<file path="config.mk">
export PLATFORM = sky130hd
export DESIGN_NAME = aes_byte_scanner
export DESIGN_NICKNAME = d
export VERILOG_FILES = /design/src/rtl/aes_byte_scanner.sv
export SDC_FILE = /design/constraint.sdc
export NUM_CORES = 1
export LEC_CHECK = 0
export CELL_PAD_IN_SITES_DETAIL_PLACEMENT = 1
export CELL_PAD_IN_SITES_GLOBAL_PLACEMENT = 1
export CORE_MARGIN = 3
export CORE_UTILIZATION = 41
export DETAILED_ROUTE_END_ITERATION = 10
export PLACE_DENSITY = 0.8
export SYNTH_ARGS = -nofsm -noshare
export SYNTH_HDL_FRONTEND = slang
export SYNTH_SLANG_ARGS = --single-unit
export TNS_END_PERCENT = 5
</file>
<file path="constraint.sdc">
create_clock -name clk -period 3.45 [get_ports clk]
set_input_delay 0.8625 -clock clk [delete_from_list [all_inputs] [get_ports clk]]
set_output_delay 0.8625 -clock clk [all_outputs]
set_load 0.01 [all_outputs]
</file>
<file path="src/rtl/aes_byte_scanner.sv">
// Presents a latched 128-bit AES block one byte at a time, MSB byte first, each for DWELL_CYCLES clocks.
// Optional: define AES_SCAN_REPEAT_EN to loop over the block continuously and accept new blocks at any time.
module aes_byte_scanner #(
   parameter int unsigned DWELL_CYCLES = 50000000
) (
   input  logic         clk,
   input  logic         rst_n,
   input  logic         in_valid,
   input  logic [127:0] in_block,
   output logic         in_ready,
   output logic [7:0]   byte_out,
   output logic [3:0]   byte_idx,
   output logic         byte_valid,
   output logic         done
);

   localparam int unsigned CNT_W  = 32;
   localparam int unsigned IDX_W  = 4;
   localparam int unsigned BLK_W  = 128;
   localparam int unsigned BYTE_W = 8;
   localparam logic [CNT_W-1:0] CNT_LAST = CNT_W'(DWELL_CYCLES - 1);
   localparam logic [IDX_W-1:0] IDX_LAST = IDX_W'(15);

   typedef enum logic [1:0] {
      IDLE = 2'd0,
      SHOW = 2'd1,
      DONE = 2'd2
   } state_t;

   state_t              state_q, state_d;
   logic [BLK_W-1:0]    blk_q, blk_d;
   logic [CNT_W-1:0]    cnt_q, cnt_d;
   logic [IDX_W-1:0]    idx_d;
   logic [BYTE_W-1:0]   byte_d;
   logic                valid_d;
   logic                done_d;
   logic                ready_d;
   logic                accept;
   logic                dwell_end;
   logic [6:0]          shamt;

   // State and registered outputs
   always_ff @(posedge clk or negedge rst_n) begin
      if (!rst_n) begin
         state_q    <= IDLE;
         blk_q      <= '0;
         cnt_q      <= '0;
         byte_idx   <= '0;
         byte_out   <= '0;
         byte_valid <= 1'b0;
         done       <= 1'b0;
         in_ready   <= 1'b1;
      end else begin
         state_q    <= state_d;
         blk_q      <= blk_d;
         cnt_q      <= cnt_d;
         byte_idx   <= idx_d;
         byte_out   <= byte_d;
         byte_valid <= valid_d;
         done       <= done_d;
         in_ready   <= ready_d;
      end
   end

   // Next-state and next-output logic
   always_comb begin
      state_d   = state_q;
      blk_d     = blk_q;
      cnt_d     = cnt_q;
      idx_d     = byte_idx;
      done_d    = 1'b0;
      byte_d    = '0;
      valid_d   = 1'b0;
      ready_d   = 1'b1;
      shamt     = '0;
      accept    = in_valid && in_ready;
      dwell_end = (cnt_q == CNT_LAST);

      case (state_q)
         IDLE, DONE: begin
            if (accept) begin
               state_d = SHOW;
               blk_d   = in_block;
               cnt_d   = '0;
               idx_d   = '0;
            end
         end
         SHOW: begin
            if (dwell_end) begin
               cnt_d = '0;
               if (byte_idx == IDX_LAST) begin
                  done_d = 1'b1;
`ifdef AES_SCAN_REPEAT_EN
                  idx_d  = '0;
`else
                  state_d = DONE;
`endif
               end else begin
                  idx_d = byte_idx + IDX_W'(1);
               end
            end else begin
               cnt_d = cnt_q + CNT_W'(1);
            end
            // A new block overrides a wrap; the wrap's done pulse is kept
            if (accept) begin
               blk_d = in_block;
               cnt_d = '0;
               idx_d = '0;
            end
         end
         default: begin
            state_d = IDLE;
            blk_d   = '0;
            cnt_d   = '0;
            idx_d   = '0;
         end
      endcase

      // Byte 0 lives in the top bits of the block
      shamt = {IDX_W'(IDX_LAST - idx_d), 3'b000};
      if (state_d != IDLE) begin
         byte_d  = BYTE_W'(blk_d >> shamt);
         valid_d = 1'b1;
      end

`ifdef AES_SCAN_REPEAT_EN
      ready_d = 1'b1;
`else
      ready_d = (state_d != SHOW);
`endif
   end

endmodule

</file>
; Word level (Yosys, flattened, before mapping)
; Cells that the tools add are included.
[totals]
regBits = 177
latch_bits = 0
mem_bits_rw = 0
rom_bits = 0
input_bits = 131
out_inout_bits = 15
mem_count = 0
[op_classes]
n_addsub = 3
mul = 0
n_div = 0
magnitude_cmp = 0
eq_ne = 6
n_shift = 1
n_mux = 20
bitwise_logic = 0
n_reduce_logical = 5
[op_table]
columns = op, n
row1 = $mux W128, 2
row2 = $shr A128 B7 Y8, 1
row3 = $mux W32, 3
row4 = $pmux W32 S2, 1
row5 = $add A32 B1 Y32 const B, 1
row6 = $eq A32 B26 Y1 const B, 1
row7 = $mux W4, 4
row8 = $mux W8, 1
row9 = $pmux W4 S2, 1
row10 = $mux W2, 3
row11 = $add A4 B1 Y4 const B, 1
row12 = $eq A4 B4 Y1 const B, 1
row13 = $mux W1, 4
row14 = $pmux W2 S2, 1
row15 = $sub A4 B4 Y4 const A, 1
row16 = $reduce_or A3 Y1, 1
row17 = $eq A2 B1 Y1 const B, 1
row18 = $eq A2 B2 Y1 const B, 1
row19 = $logic_not A2 Y1, 1
row20 = $ne A2 B1 Y1 const B, 1
row21 = $ne A2 B2 Y1 const B, 1
row22 = $reduce_bool A2 Y1, 1
row23 = $reduce_or A2 Y1, 1
row24 = $logic_and A1 B1 Y1, 1

; Logic depth before layout (Yosys ltp)
[logic_depth]
word_depth = 8
ltp_mapped = 11
mapped_depth_nobuf = 9

; Worst setup path after synthesis
; No wires, ideal clock.
[synth_timing]
kind = input port to flip-flop
start = in in_valid
end = reg byte_out[1]
t_arrival_ps = 2696
required_ps = 3315
slack_ps = 619
stages = 10
path_buffers = 2
path_cell_list = and2_1 -> clkbuf_1 -> nor4_1 -> a32oi_1 -> o21a_4 -> inv_4 -> buf_2 -> mux2_2 -> a22oi_1 -> nand4_1
[synth_between]
elab_chain_len = 6
elab_cells_between_ends = 12
classes_between = 1 x add/sub / 1 x shift / 8 x mux / 2 x reduce/logical
[synth_rtl]
columns = item, line
row1 = start: declaration, 8  ; input logic in_valid,
row2 = $logic_and A1 B1 Y1 (*), 76  ; accept = in_valid && in_ready;
row3 = $mux W4 (on tied branches), "105, 81"
row4 = $pmux W4 S2, 79  ; case (state_q)
row5 = $sub A4 B4 Y4, 120  ; shamt = {IDX_W'(IDX_LAST - idx_d), 3'b000};
row6 = $shr A128 B7 Y8, 122  ; byte_d = BYTE_W'(blk_d >> shamt);
row7 = $mux W8 (*), 121  ; if (state_d != IDLE) begin
row8 = net byte_d[1], 34  ; logic [BYTE_W-1:0] byte_d;
row9 = end signal: assignment, 58  ; byte_out <= byte_d;
row10 = end: declaration, 11  ; output logic [7:0] byte_out,
; Mark *: on every way through the listed nets, which the timed path passes. The rest lies on a longest branch.
; A chain may end at the register's enable or synchronous reset.

; Worst setup path in the final report
[layout_timing]
start = in in_valid
end = reg byte_out[4]
; Same word-level chain as after synthesis.

==> results.json <==
{
  "status": "finished clean",
  "layout_commonest_cell": "nand2_1",
  "cts_max_level": 4,
  "grt_max_degree": 130,
  "clkLatencyLatePin_ns": 0.45,
  "cts_hold_buffers": 0,
  "grt_usage_pct": 24.2,
  "ys_ff_latch": 177,
  "cap_viol_max_count": 0,
  "die_h_um": 151,
  "initial_core_util_pct": 42.3,
  "core_mm2": 0.0205,
  "clock-root-buffer": "clkbuf_16",
  "rsz0062_at_grt": "no",
  "design_area_mm2": 0.0112,
  "final_cell_count_no_fill": 1350,
  "dp.cells": 1312,
  "hold_viol_final": 0,
  "synth_enable_flop_cells": 0,
  "cp-start-kind": "input pin",
  "synth_top_cell_area_share_pct": 50.8,
  "critPathCaptureType": "register",
  "grt_overflow": 0,
  "rows": 52,
  "antenna_cells": 0,
  "ir_drop_uv": 340,
  "critPathRequiredTime_ns": 3.75,
  "dr_total_vias": 7383,
  "placed_cell_area_mm2": 0.0105,
  "synth.avg_cell_area_um2": 9.35,
  "pin_count": 146,
  "rr_startpoint": "cnt_q[7]",
  "yosys_warnings": 0,
  "nFillCells": 2290,
  "drive_above_1_share_pct": 13.9,
  "clk_pin_slew_worst_paths_ns": 0.07,
  "cp_max_fo": 14,
  "seq_area_frac_synth_pct": 51.1,
  "antenna_found_initial": 0,
  "die_w_um": 151,
  "setup_viol": 0,
  "fmax_mhz": 305,
  "ant_nets": 0,
  "cts.path.max_buffers": 2,
  "tightest_slew_ns": 0.623,
  "ys_async_sr_fraction_pct": 100,
  "slew_headroom_pct": 58.1,
  "drt_iter0_drc": 556,
  "ff2ff_setup_slack_ns": 0.18,
  "cts_tree": "done",
  "cts_buffers": 17,
  "reg2reg_to": "byte_out[4]",
  "period_share_pct": 95.1,
  "cts_num_sinks": 177,
  "final_util_pct": 54.6,
  "drc_errors": 0,
  "place_hpwl_um": 19400,
  "slew_violations": 0,
  "synth_cell_types": 61,
  "r2r_cells": 9,
  "synth_top_cell_by_area": "dfrtp_1",
  "syn_inst": 927,
  "routabilityCongestion": 0.867,
  "p_per_area_mw_per_mm2": 376,
  "startpoint": "in_valid",
  "vias_per_cell": 5.47,
  "multiInputGateArea_mm2": 0.00396,
  "worstSetupPathType": "in -> reg",
  "syn_to_final_growth_pct": 29.1,
  "p_leak_uw": 0.00483,
  "period_minus_slack_ns": 3.28,
  "whs_ns": 0.314,
  "dieArea_mm2": 0.0229,
  "synth_nets": 1060,
  "cp.arrival_ns": 3.58,
  "final_cell_mix": "261 x nand2_1, 176 x dfrtp_1, 144 x clkdlybuf4s50_1",
  "grt_pass1_wl_um": 42600,
  "regArea_mm2": 0.00443,
  "finalClockSkew_ns": 0.0129,
  "wire_per_inst_um": 20.3,
  "routed_wirelength_um": 27500,
  "min-delay-path-class": "in -> async",
  "nets": 1200,
  "dr.pass1.iters": 4,
  "syn_area_mm2": 0.00866,
  "io_buffers": 145,
  "grt_pass1_vias": 7670,
  "synth.area.top_cells": "dfrtp_1 51%, nand2_1 11%, a21oi_1 7.0%",
  "ys.flop_type": "dfrtp_1"
}
[metrics by stage]
stage	power (uW)	setup WS, ns	TNS [ns]
after global routing	4340	0.00372	0
after floorplan	2120	0.619	0
after CTS	4230	0.0774	0
final	4210	0.169	0
after global placement	2310	-0.0592	-0.214
after detailed placement	2310	-0.166	-0.947
[per-layer routing]
metal | track usage (%) | vias to the layer above | routed length, um
li1 | - | 3452 | -
met5 | 0 | - | 0
met3 | 3.62 | 37 | 1450
met2 | 41.0 | 180 | 13700
met4 | 7.52 | 0 | 597
met1 | 32.0 | 3714 | 11700
[registers in the layout, indices dropped and copies added, names as in the netlist]
register / cells
blk_q: 128
cnt_q: 32
byte_out: 8
byte_idx: 4
state_q: 2
byte_valid: 1
done: 1
in_ready: 1
[synthesized netlist by cell type, types with 2 or more instances]
cell type	count
mux2i_1	7
buf_2	7
nor4b_2	2
a21o_1	2
o31ai_1	2
nand2_1	262
nand4_1	17
xor2_1	15
o21ai_0	8
and4_1	5
inv_1	11
mux2_4	7
and4b_1	2
a21oi_1	122
dfrtp_1	176
nor4_4	4
nor3b_1	2
nor4_1	2
and3_1	9
or3_1	3
ha_1	2
nand3_1	22
nor3_1	10
nand2b_1	4
xnor2_1	11
mux2_2	50
o211ai_1	3
o221ai_1	5
nor2b_1	2
clkbuf_1	47
or2_2	5
nor2_1	42
buf_6	3
a22oi_1	27
and2_1	3
[worst max path at each step]
stage | end | slack, ns | depth (start not counted)
2_1_floorplan | byte_out[1] | 0.62 | 10
3_3_place_gp | byte_out[1] | -0.06 | 10
3_5_place_dp | byte_out[2] | -0.17 | 10
4_1_cts | byte_out[4] | 0.08 | 7
5_1_grt | byte_out[0] | 0.004 | 9
6_report | byte_out[4] | 0.17 | 10
[area by class of cell]
cell class	count	area share, %
tap	270	3.02
clock inverter	15	1.43
multi-input combinational	677	35.4
inverter	13	0.459
sequential	177	39.6
clock buffer	17	3.80
timing repair buffer	181	16.3
[cell families after synthesis]
kind of cell | count (synthesis) | share of synthesized area (%)
xor+xnor | 26 | 2.63
fa+ha+maj | 2 | 0.289
mux | 64 | 8.52
flops | 177 | 51.1
compound gates | 182 | 12.4
buf+inv | 73 | 3.61
simple gates | 403 | 21.4
[where the power goes]
group	internal (uW)	leakage [uW]	total [uW]	switching, uW
Clock	974	0.000286	1940	964
Sequential	2070	0.00244	2070	0
Combinational	134	0.00211	197	63.0
Total	3180	0.00483	4210	1030
[critical path, stage by stage]
cell and delay (ns):
clkdlybuf4s50_1 0.51, and2_4 0.24, nor4_1 0.38, a32oi_1 0.20, o21a_4 0.19, inv_4 0.20, buf_12 0.18, mux2_2 0.36
a22oi_1 0.27, nand4_1 0.16
[timing repair]
item / 4_1_cts / 5_1_grt
setup endpoints to repair: 5 / 7
cloned: 0 / 0
gates resized for setup: 1 / 2
buffers inserted: 0 / 6
pin swaps: 0 / 3
(Power assumes the default switching activity.)
